===== src/rtl/interval_meter_pkg.sv =====
// Shared types and constants for the interval meter.
// State encoding and the default counter width.
package interval_meter_pkg;

  localparam int DEF_WIDTH = 5;

  typedef enum logic [1:0] {
    S_IDLE    = 2'd0,
    S_MEASURE = 2'd1,
    S_REPORT  = 2'd2
  } state_t;

endpackage


===== src/rtl/interval_meter_fsm.sv =====
// Control FSM for the interval meter.
// Holds state and resolves start/stop priority.
import interval_meter_pkg::*;

module interval_meter_fsm (
  input  logic clk,
  input  logic reset_n,
  input  logic start,
  input  logic stop,
  input  logic enable,
  output logic busy,
  output logic valid,
  output logic clr_cnt,
  output logic inc_en,
  output logic latch
);

  state_t state;

  always_comb begin
    clr_cnt = 1'b0;
    inc_en  = 1'b0;
    latch   = 1'b0;
    unique case (state)
      S_IDLE: clr_cnt = 1'b1;
      // stop beats a simultaneous start here
      S_MEASURE: begin
        latch   = stop;
        clr_cnt = start & ~stop;
        inc_en  = ~start & ~stop & enable;
      end
      S_REPORT: clr_cnt = 1'b1;
      default:  clr_cnt = 1'b1;
    endcase
  end

  always_ff @(posedge clk or negedge reset_n) begin
    if (!reset_n) begin
      state <= S_IDLE;
      busy  <= 1'b0;
      valid <= 1'b0;
    end else begin
      unique case (state)
        S_IDLE: begin
          valid <= 1'b0;
          if (start) begin
            state <= S_MEASURE;
            busy  <= 1'b1;
          end
        end
        S_MEASURE: begin
          if (stop) begin
            state <= S_REPORT;
            busy  <= 1'b0;
            valid <= 1'b1;
          end
        end
        S_REPORT: begin
          state <= S_IDLE;
          valid <= 1'b0;
        end
        default: begin
          state <= S_IDLE;
          busy  <= 1'b0;
          valid <= 1'b0;
        end
      endcase
    end
  end

endmodule


===== src/rtl/interval_meter.sv =====
// Counts enabled cycles between start and stop events.
// Saturating counter plus registered result and overflow flag.
import interval_meter_pkg::*;

module interval_meter #(
  parameter int WIDTH = DEF_WIDTH
) (
  input  logic             clk,
  input  logic             reset_n,
  input  logic             enable,
  input  logic             start,
  input  logic             stop,
  output logic [WIDTH-1:0] value,
  output logic             valid,
  output logic             overflow,
  output logic             busy,
  output logic [WIDTH-1:0] count
);

  localparam logic [WIDTH-1:0] MAX = '1;

  logic clr_cnt;
  logic inc_en;
  logic latch;
  logic ovf_int;

  interval_meter_fsm u_fsm (
    .clk     (clk),
    .reset_n (reset_n),
    .start   (start),
    .stop    (stop),
    .enable  (enable),
    .busy    (busy),
    .valid   (valid),
    .clr_cnt (clr_cnt),
    .inc_en  (inc_en),
    .latch   (latch)
  );

  // saturate instead of wrapping
  always_ff @(posedge clk or negedge reset_n) begin
    if (!reset_n) begin
      count   <= '0;
      ovf_int <= 1'b0;
    end else if (clr_cnt) begin
      count   <= '0;
      ovf_int <= 1'b0;
    end else if (inc_en) begin
      if (count == MAX) ovf_int <= 1'b1;
      else              count   <= count + 1'b1;
    end
  end

  always_ff @(posedge clk or negedge reset_n) begin
    if (!reset_n) begin
      value    <= '0;
      overflow <= 1'b0;
    end else if (latch) begin
      value    <= count;
      overflow <= ovf_int;
    end
  end

endmodule


===== config.mk =====
export PLATFORM = sky130hd
export DESIGN_NAME = interval_meter
export DESIGN_NICKNAME = d
export VERILOG_FILES = /design/src/rtl/interval_meter_pkg.sv /design/src/rtl/interval_meter_fsm.sv /design/src/rtl/interval_meter.sv
export SDC_FILE = /design/constraint.sdc
export NUM_CORES = 1
export LEC_CHECK = 0
export ABC_CLOCK_PERIOD_IN_PS = 2300
export CORE_UTILIZATION = 46
export CTS_CLUSTER_DIAMETER = 120
export DETAILED_ROUTE_END_ITERATION = 6
export PLACE_DENSITY = 0.76
export SLEW_MARGIN = 0
export SYNTH_ARGS = -nofsm -noshare
export SYNTH_HDL_FRONTEND = slang
export SYNTH_SLANG_ARGS = --single-unit

===== constraint.sdc =====
create_clock -name clk -period 2.3 [get_ports clk]
set_clock_uncertainty 0.05 [all_clocks]
set_input_delay 0.345 -clock clk [delete_from_list [all_inputs] [get_ports clk]]
set_output_delay 0.345 -clock clk [all_outputs]
set_load 0.02 [all_outputs]

==> impl_metrics.csv <==
group,metric,value,unit
placement,dpl.cell_count,91,
clocking,clock_sinks,16,
power_and_ir_drop,p_per_area,593,nW/um^2
final_layout,instances_no_fill,94,
sta,slew_headroom,53.4,%
grt,grt_max_degree,17,
synth,yosysUniqueCellTypes,22,
sta,fmax,516,MHz
drt,drt_iter0_drc,17,
placement,dp_hpwl,950,um
synth,ys_ff_latch,16,
floorplanning,die_width,41.4,um
critical_path,arrival,2.06,ns
clocking,cts_hold_buf,0,
sta,fin_crit_sh,84.2,%
sta,slew_violations,0,
drt,wirelength,1.35,mm
critical_path,cp-start-kind,"register",
floorplanning,die_area,1710,um^2
sta,finalHoldViolations,0,
floorplanning,io_pins,18,
clocking,cts_tree,"yes",
clocking,clock_path_buffers,2,
clocking,cts_max_level,1,
clocking,cts-resized-gates,0,
power_and_ir_drop,p_leak,0.443,nW
drt,ant_nets,0,
power_and_ir_drop,power.total,0.548,mW
floorplanning,core_area,1370,um^2
synth,netlist_instances,59,
floorplanning,start_util,52.2,%
critical_path,path_class,"register to register",
flow_run,cap_violations,0,
placement,gp_congestion,0.824,
floorplanning,die_h,41.4,um
critical_path,cp_common_cell,"ha_1",
hold_path,hold_path.class,"register to register",
critical_path,crit_path_top_delay_cell,"or4b_4",
floorplanning,rows,13,
sta,hold_slack,0.420,ns
grt,grt_pass1_vias,474,
placement,pre_cts_slack,0.382,ns
final_layout,design_area,925,um^2
sta,finalCriticalPeriod,1.94,ns
synth,synth_nets,66,
critical_path,required,2.42,ns
final_layout,fin_util,67.7,%
clocking,path_clk_slew,0.09,ns
final_layout,drive_gt1_share,16.5,%
sta,rsz0062_at_grt,"no",
sta,setup_ws,0.362,ns
drt,drtPass1Iterations,4,
drt,drc,0,
grt,grt_usage,20.5,%
grt,grt_overflow,0,
sta,setup-tns-final,0,ns
critical_path,end_kind,"register",
synth,ys_warn_count,0,
critical_path,critical_path.cell_chain,"ha_1 -> and3_1 -> ha_1 -> or4b_4 -> nand4_1 -> o21ai_1",
sta,worst_slew_pin_slew,0.697,ns
placement,placed_cell_area,902,um^2
run_status,status,"finished clean",
clocking,post_cts_buffers,0,
drt,viasPerCell,5.57,
synth,synth-seq-area-share,56.1,%
clocking,cts_made_buffers,3,
grt,antenna_found_initial,0,
synth,synth_area,713,um^2
sta,setup_viol_count_final,0,
critical_path,path_max_fanout,6,
grt,grt_first_pass_wirelength,2.16,mm
final_layout,area_growth,29.6,%
drt,wl_per_cell,14.3,um
clocking,worst_skew_pair.late_latency,0.28,ns
final_layout,nFillCells,117,
placement,io_buffers,17,
drt,vias,524,
power_and_ir_drop,peakVddDrop,0.000435,V
final_layout,n_antenna_cell,0,
critical_path,cpPeakStageDelay,0.54,ns
final_layout,layout.nets,88,
clocking,root_buffer,"clkbuf_4",
synth,avgSynthCellArea,12.1,um^2
[worst max-delay path: cells and delay by family (launching register included)]
| kind | cells | cell delay (ns) |
|---|---|---|
| and+or+nand+nor | 3 | 0.80 |
| adders and majority gates | 2 | 0.45 |
| AOI/OAI and AO/OA | 1 | 0.07 |
| DFF | 1 | 0.45 |
[area by class of cell]
cell class / instances / area, um^2 / share of cell area (%)
well taps: 15 / 18.8 / 2.03
inverters: 3 / 11.3 / 1.22
flip-flops and latches: 16 / 400 / 43.3
clock buffers: 3 / 22.5 / 2.44
repair buffers: 18 / 178 / 19.2
multi-input cells: 39 / 294 / 31.8
[placed cells by master (no fill, tap or decap)]
master           instances
nor2b_1                  1
nor2_1                   2
nand2_1                  6
mux2i_1                  3
nand3b_1                 1
dfrtp_1                 16
nand3_1                  4
nor4b_4                  1
clkbuf_4                 3
ha_1                     2
o21ai_1                  1
nand4_1                  2
a31oi_1                  1
nand2b_1                 1
nand2_2                  1
or4b_4                   1
inv_1                    3
mux2_2                   6
o21a_1                   1
clkdlybuf4s50_1         17
o21ai_0                  1
buf_4                    1
and3_1                   1
a21oi_1                  3
[power by group]
group	total [mW]	switching, mW	leakage (nW)	internal [mW]
Sequential	0.307	0.0108	0.217	0.296
Combinational	0.0988	0.0529	0.212	0.0460
Clock	0.143	0.0819	0.0138	0.0608
[synthesized netlist by cell type (all sizes together)]
cell    number  area [um^2]
or4b         1         13.8
nor2         2         7.51
ha           2         25.0
inv          3         11.3
buf          1         7.51
and3         1         6.26
nand3b       1         7.51
dfrtp       16          400
nand4        2         12.5
nor4b        1         23.8
o21ai        2         10.0
nand2b       1         6.26
nor2b        1         6.26
mux2i        3         30.0
o21a         1         7.51
mux2         6         67.6
a21oi        3         15.0
nand2        7         28.8
nand3        4         20.0
a31oi        1         6.26
[final timing paths]
kind | from | end | slack [ns] | depth (start not counted)
setup / recovery | count[0] | count[0] | 0.36 | 6
hold / removal | u_fsm.state[1] | u_fsm.state[0] | 0.42 | 1
setup reg to reg | count[0] | count[0] | 0.36 | 6
hold reg to reg | u_fsm.state[1] | u_fsm.state[0] | 0.42 | 1
max in group asynchronous | reset_n | u_fsm.state[0] | 1.33 | 1
min in group asynchronous | reset_n | count[0] | 0.43 | 1
[kinds of logic (layout without fill, tap and decap cells)]
kind of cell    after synthesis  after routing  synth area share, %
simple gates                 21             21                 18.6
flops                        16             16                 56.1
mux                           9              9                 13.7
compound gates                7              7                 5.44
buf+inv                       4             24                 2.63
fa+ha+maj                     2              2                 3.51
[sequential cells by signal, indices dropped and copies added (netlist names)]
name	count
u_fsm.busy	1
u_fsm.valid	1
value	5
u_fsm.state	2
count	5
ovf_int	1
overflow	1
[routing by layer]
metal / vias to the layer above / wire length, um / track usage [%]
li1: 250 / - / -
met4: 0 / 29 / 12.1
met3: 4 / 41 / 3.19
met5: - / 0 / 0
met1: 259 / 646 / 27.5
met2: 11 / 627 / 31.3
(Power assumes the default switching activity.)
